===== src/rtl/knn_feeder.sv =====
// KNN data-point feeder: streams N stored points plus a 3-cycle drain into the distance datapath.
// Optional cycle counter for the last run is built when KNN_FEEDER_PERF_EN is defined.
`ifndef WDATA_W
`define WDATA_W 32
`endif
`ifndef K_NUM_DATA_PTS
`define K_NUM_DATA_PTS 100
`endif
`ifndef K_NUM_DATA_PTS_BIT
`define K_NUM_DATA_PTS_BIT 7
`endif

module knn_feeder (
  input  logic                           clk,
  input  logic                           rst_n,
  input  logic                           start,
  input  logic                           abort,
  input  logic [`WDATA_W-1:0]            test_pt,
  input  logic [`K_NUM_DATA_PTS_BIT-1:0] num_pts,
  output logic                           mem_en,
  output logic [`K_NUM_DATA_PTS_BIT-1:0] mem_addr,
  input  logic [`WDATA_W-1:0]            mem_rdata,
  output logic [`WDATA_W-1:0]            knn_test_pt_dp,
  output logic [`WDATA_W-1:0]            knn_data_pt_dp,
  output logic                           knn_start_dp,
  output logic                           knn_sample_dp,
  output logic                           busy,
  output logic                           done,
  output logic                           err,
  output logic [15:0]                    perf_cycles
);

  localparam int AW = `K_NUM_DATA_PTS_BIT;
  localparam int DW = `WDATA_W;
  localparam int unsigned MAX_PTS = `K_NUM_DATA_PTS;

  typedef enum logic [2:0] {
    ST_IDLE     = 3'd0,
    ST_PREFETCH = 3'd1,
    ST_STREAM   = 3'd2,
    ST_SAMPLE   = 3'd3,
    ST_DONE     = 3'd4
  } state_t;

  state_t          state_r;
  logic [DW-1:0]   test_pt_r;
  logic [AW-1:0]   n_r;
  logic [7:0]      cnt_r;
  logic            mem_en_r;
  logic [AW-1:0]   mem_addr_r;
  logic            start_dp_r;
  logic            sample_r;
  logic            data_sel_r;
  logic            busy_r;
  logic            done_r;
  logic            err_r;
  logic            valid_s;
  logic [7:0]      n_ext_s;

  assign valid_s = (num_pts != {AW{1'b0}}) && (32'(num_pts) <= MAX_PTS);
  assign n_ext_s = 8'(n_r);

  // Run sequencer; the stream counter c indexes the N data cycles plus the 3 drain cycles.
  always_ff @(posedge clk or negedge rst_n) begin
    if (!rst_n) begin
      state_r    <= ST_IDLE;
      test_pt_r  <= {DW{1'b0}};
      n_r        <= {AW{1'b0}};
      cnt_r      <= 8'd0;
      mem_en_r   <= 1'b0;
      mem_addr_r <= {AW{1'b0}};
      start_dp_r <= 1'b0;
      sample_r   <= 1'b0;
      data_sel_r <= 1'b0;
      busy_r     <= 1'b0;
      done_r     <= 1'b0;
      err_r      <= 1'b0;
    end else begin
      err_r    <= 1'b0;
      done_r   <= 1'b0;
      sample_r <= 1'b0;
      if ((state_r != ST_IDLE) && abort) begin
        state_r    <= ST_IDLE;
        busy_r     <= 1'b0;
        mem_en_r   <= 1'b0;
        start_dp_r <= 1'b0;
        data_sel_r <= 1'b0;
      end else begin
        case (state_r)
          ST_IDLE: begin
            if (start) begin
              if (valid_s) begin
                test_pt_r  <= test_pt;
                n_r        <= num_pts;
                state_r    <= ST_PREFETCH;
                busy_r     <= 1'b1;
                mem_en_r   <= 1'b1;
                mem_addr_r <= {AW{1'b0}};
              end else begin
                err_r <= 1'b1;
              end
            end
          end
          ST_PREFETCH: begin
            state_r    <= ST_STREAM;
            cnt_r      <= 8'd0;
            start_dp_r <= 1'b1;
            data_sel_r <= 1'b1;
            mem_en_r   <= (n_ext_s > 8'd1);
            if (n_ext_s > 8'd1) begin
              mem_addr_r <= AW'(1);
            end
          end
          ST_STREAM: begin
            if (cnt_r == (n_ext_s + 8'd2)) begin
              state_r    <= ST_SAMPLE;
              start_dp_r <= 1'b0;
              data_sel_r <= 1'b0;
              mem_en_r   <= 1'b0;
              sample_r   <= 1'b1;
            end else begin
              // Outputs are registered, so look one cycle ahead: next c is cnt_r+1.
              cnt_r      <= cnt_r + 8'd1;
              data_sel_r <= ((cnt_r + 8'd1) < n_ext_s);
              mem_en_r   <= ((cnt_r + 8'd2) < n_ext_s);
              if ((cnt_r + 8'd2) < n_ext_s) begin
                mem_addr_r <= AW'(cnt_r + 8'd2);
              end
            end
          end
          ST_SAMPLE: begin
            state_r <= ST_DONE;
            done_r  <= 1'b1;
          end
          ST_DONE: begin
            state_r <= ST_IDLE;
            busy_r  <= 1'b0;
          end
          default: begin
            state_r    <= ST_IDLE;
            busy_r     <= 1'b0;
            mem_en_r   <= 1'b0;
            start_dp_r <= 1'b0;
            data_sel_r <= 1'b0;
          end
        endcase
      end
    end
  end

  assign mem_en         = mem_en_r;
  assign mem_addr       = mem_addr_r;
  assign knn_test_pt_dp = test_pt_r;
  assign knn_data_pt_dp = data_sel_r ? mem_rdata : {DW{1'b0}};
  assign knn_start_dp   = start_dp_r;
  assign knn_sample_dp  = sample_r;
  assign busy           = busy_r;
  assign done           = done_r;
  assign err            = err_r;

`ifdef KNN_FEEDER_PERF_EN
  logic [15:0] perf_cnt_r;
  logic [15:0] perf_cycles_r;

  function automatic logic [15:0] sat_inc(input logic [15:0] v);
    return (v == 16'hFFFF) ? v : (v + 16'd1);
  endfunction

  // Run-length counter; the DONE cycle itself is included in the loaded value.
  always_ff @(posedge clk or negedge rst_n) begin
    if (!rst_n) begin
      perf_cnt_r    <= 16'd0;
      perf_cycles_r <= 16'd0;
    end else if (state_r == ST_IDLE) begin
      if (start && valid_s) begin
        perf_cnt_r <= 16'd0;
      end
    end else begin
      perf_cnt_r <= sat_inc(perf_cnt_r);
      if ((state_r == ST_DONE) && !abort) begin
        perf_cycles_r <= sat_inc(perf_cnt_r);
      end
    end
  end

  assign perf_cycles = perf_cycles_r;
`else
  assign perf_cycles = 16'd0;
`endif

endmodule


===== config.mk =====
export PLATFORM = sky130hd
export DESIGN_NAME = knn_feeder
export DESIGN_NICKNAME = d
export VERILOG_FILES = /design/src/rtl/knn_feeder.sv
export SDC_FILE = /design/constraint.sdc
export NUM_CORES = 1
export LEC_CHECK = 0
export ABC_AREA = 1
export BUFFER_PORTS_ARGS = -buffer_cell sky130_fd_sc_hd__buf_2
export CAP_MARGIN = 0
export CELL_PAD_IN_SITES_DETAIL_PLACEMENT = 1
export CELL_PAD_IN_SITES_GLOBAL_PLACEMENT = 2
export CORE_UTILIZATION = 23
export DETAILED_ROUTE_END_ITERATION = 12
export PLACE_DENSITY = 0.83
export SYNTH_ARGS = -nofsm -noshare
export SYNTH_HDL_FRONTEND = slang
export SYNTH_SLANG_ARGS = --single-unit

===== constraint.sdc =====
create_clock -name clk -period 1.86 [get_ports clk]
set_input_delay 0.372 -clock clk [delete_from_list [all_inputs] [get_ports clk]]
set_output_delay 0.372 -clock clk [all_outputs]
set_load 0.01 [all_outputs]

==> summary.txt <==
Run status
  • Status: finished, violations left
  • Violated checks: setup timing

Drt
  • Vias: 4,017
  • Routed wire length: 12.83 mm
  • 1st-pass router iterations: 4
  • Post-route ant nets: 0
  • Drt drc: 0
  • DR vias/cell: 4.150
  • Initial drt markers: 151
  • Routed wire per std cell: 13.25 um

Place
  • Cell Count Post-Placement: 940
  • GPL Wtd Cong: 0.7546
  • I/O Buffers: 151
  • HPWL Detailed: 9.615 mm

Setup path
  • Crit. End Element: register
  • R2r worst-path depth: 17
  • Critical path, cell by cell: ha_4, nand2_4, inv_1, nor2_1, ha_1, nand2_1, inv_1, nand2_1, nand2_1, nand2_1, nand2_1, nand2_1, nand2_2, nand2_4, nand3_4, nand2_1, nand2_1
  • Cell depth of the worst setup path: 17
  • Crit path max fanout: 8
  • CP delay by family, top: simple AND/OR/NAND/NOR gates
  • CP startpoint kind: register
  • CP max stage cell: dfrtp_1
  • Critical Path RT: 2.09 ns
  • Crit Path Class: reg2reg
  • CP Data Arrival Time: 2.34 ns
  • CP dominant cell by count: nand2_1
  • CP peak stage delay: 0.41 ns
  • FF-to-FF setup slack: -0.25 ns
  • FF-to-FF Start: cnt_r[2]
  • Reg-to-Reg End: mem_addr[1]
  • WP buf/inv: 2

Global routing
  • Initial antenna violation count: 0
  • First-pass GRT wire length: 21.10 mm
  • Number of global-route vias before repair: 4,172
  • Largest net degree at the start of global routing: 65
  • Global Route Usage Sum: 0.1504
  • Global route overflow: 0

Cells and area
  • Layout cell share with drive strength beyond 1: 0.3676
  • Area Overhead vs Synth: 43.63%
  • Fin util: 0.3411
  • Nets@finish: 837
  • # diodes: 0
  • Non-filler cells, final: 968

Power
  • Pwr dens: 1502 nW/um^2
  • Lkg Pwr: 3.503 nW
  • Maximum vdd drop: 0.0008109 V
  • Overall Power: 8.586 mW

Logic synthesis
  • Synth top cells by count: nand2_1 (197), inv_1 (74), dfrtp_1 (64), nand3_1 (49), nor2_1 (31)
  • Sequential-to-total area share from yosys stat: 0.4024
  • Main combinational cell family by area after synthesis: simple AND/OR/NAND/NOR gates
  • Most frequent cell after synthesis: nand2_1
  • Compound-Gate Fraction of Synth Area: 0.04778
  • Post-synth EDFFs: 0
  • Ys Warns: 0
  • Ys async rst share: 1.000
  • Top post-synthesis cells by area: dfrtp_1 (40%), nand2_1 (19%), inv_1 (7.0%)
  • XOR/XNOR share of the synthesized area: 0.01760
  • Distinct cells, synth: 35
  • Post-synthesis adder-cell area fraction: 0.05973
  • Mean post-synth cell area: 7.384 um^2
  • Synthesized area: 3980 um^2
  • Synth Flop Type: dfrtp_1
  • Mux contribution to synthesized area: 0
  • Synthesized netlist cell count: 539
  • Top-area cell type share of the netlist area: 0.4024
  • Cell taking the most area after synthesis: dfrtp_1
  • Seq cells post-synth: 64
  • Post-Synth Simple-Gate Area: 0.3405

Timing
  • Fin Clk Skew: 0.004724 ns
  • Period Utilization, post-route: 1.134
  • TNS Setup: -3.182 ns
  • Finish-stage setup viols: 20
  • Worst Setup Slack, final: -0.2487 ns
  • Unrepaired setup endpoints after global routing: yes
  • Endpoints failing hold: 0
  • Final hold slack: 0.02663 ns
  • Fin crit period: 2.109 ns
  • Highest clock rate: 474.2 MHz
  • Final Max Slew Viols: 0

CTS
  • CTS tree: built
  • TritonCTS Buffers: 9
  • Max Buffers Root-to-Sink: 2
  • Clock tree sinks: 64
  • Hold buffer count at CTS: 0
  • Clock root buffer master: clkbuf_16
  • Skew-Pair Late Insertion Delay: 0.34 ns
  • H-tree depth: 3
  • CTS clock-pin slew for the worst setup and hold paths: 0.06 ns

Floorplanning
  • Core area: 16,760 um^2
  • Die W: 133.5 um
  • Die area: 17,830 um^2
  • Die height: 133.5 um
  • Initial Utilization: 0.2375
  • I/O Pins: 168
  • Num rows: 47

Min path
  • Min-Delay Path Class: in2async

Flow run
  • Max_cap viols: 0
-- report_power, final --
group | leakage, nW | switching [mW] | internal (mW) | total [mW]
sequential | 0.809 | 0.333 | 1.93 | 2.27
clock | 0.135 | 0.661 | 0.975 | 1.64
combinational | 2.56 | 2.84 | 1.84 | 4.68
-- how the worst max path moves through the flow --
stage | endpoint | start | slack [ns]
global placement | data_sel_r | cnt_r[2] | -0.18
detailed placement | data_sel_r | cnt_r[1] | -0.29
CTS | data_sel_r | cnt_r[1] | -0.24
global route | mem_addr[1] | cnt_r[1] | -0.42
finish | mem_addr[1] | cnt_r[2] | -0.25
floorplan | mem_addr[0] | cnt_r[2] | -0.16
-- sequential cells by signal, summed over array words and instances (netlist names) --
| signal | flops |
|---|---|
| busy | 1 |
| cnt_r | 8 |
| data_sel_r | 1 |
| done | 1 |
| err | 1 |
| knn_sample_dp | 1 |
| knn_start_dp | 1 |
| knn_test_pt_dp | 32 |
| mem_addr | 7 |
| mem_en | 1 |
| n_r | 7 |
| state_r | 3 |
-- cells by family (layout without fill, tap and decap cells) --
family | count (synthesis) | in the layout
other | 1 | 16
AO/OA/AOI/OAI | 30 | 30
adder cells (fa/ha/maj) | 19 | 19
buffers and inverters | 111 | 305
XOR/XNOR | 8 | 8
flip-flops | 64 | 64
AND/OR/NAND/NOR | 306 | 306
-- cell usage in the layout (no fill, tap or decap), drive strengths merged --
cell type / count
a21oi: 11
a31o: 1
buf: 211
clkbuf: 12
clkinv: 2
clkinvlp: 2
conb: 16
dfrtp: 64
ha: 19
inv: 78
nand2: 203
nand3: 52
nand4: 8
nor2: 37
nor3: 5
o21ai: 17
o21bai: 1
or2: 1
xnor2: 1
xor2: 7
-- final cells by class --
cell class | instances | area, um^2
fillers | 2124 | 11040
multi-input cells | 379 | 2008
flip-flops and latches | 64 | 1603
repair buffers | 211 | 1247
inverters | 78 | 297.8
well taps | 220 | 275.3
clock buffers | 12 | 256.5
clock inverters | 4 | 28.78
-- through the flow --
step / area [um^2] / worst slack (ns)
5_1_grt: 5717 / -0.4248
4_1_cts: 5657 / -0.2395
2_1_floorplan: 4046 / -0.1644
3_5_place_dp: 5251 / -0.2915
6_report: 5717 / -0.2487
3_3_place_gp: 5251 / -0.1808
-- repair_timing --
| action | 4_1_cts | 5_1_grt |
|---|---|---|
| hold endpoints to repair | 0 | 0 |
| gates resized for setup | 16 | 8 |
| setup buffers | 9 | 4 |
| gates cloned | 0 | 0 |
| pin swaps | 11 | 9 |
| setup endpoints to repair | 20 | 20 |
-- per-layer routing --
| metal | global-route usage | up-vias | share of wire |
|---|---|---|---|
| met2 | 0.2610 | 90 | 0.50 |
| met5 | 0 | - | 0 |
| met3 | 0.04490 | 14 | 0.062 |
| met1 | 0.1775 | 1884 | 0.42 |
| li1 | - | 2029 | - |
| met4 | 0.04545 | 0 | 0.015 |
Power figures use the tool's default switching activity.
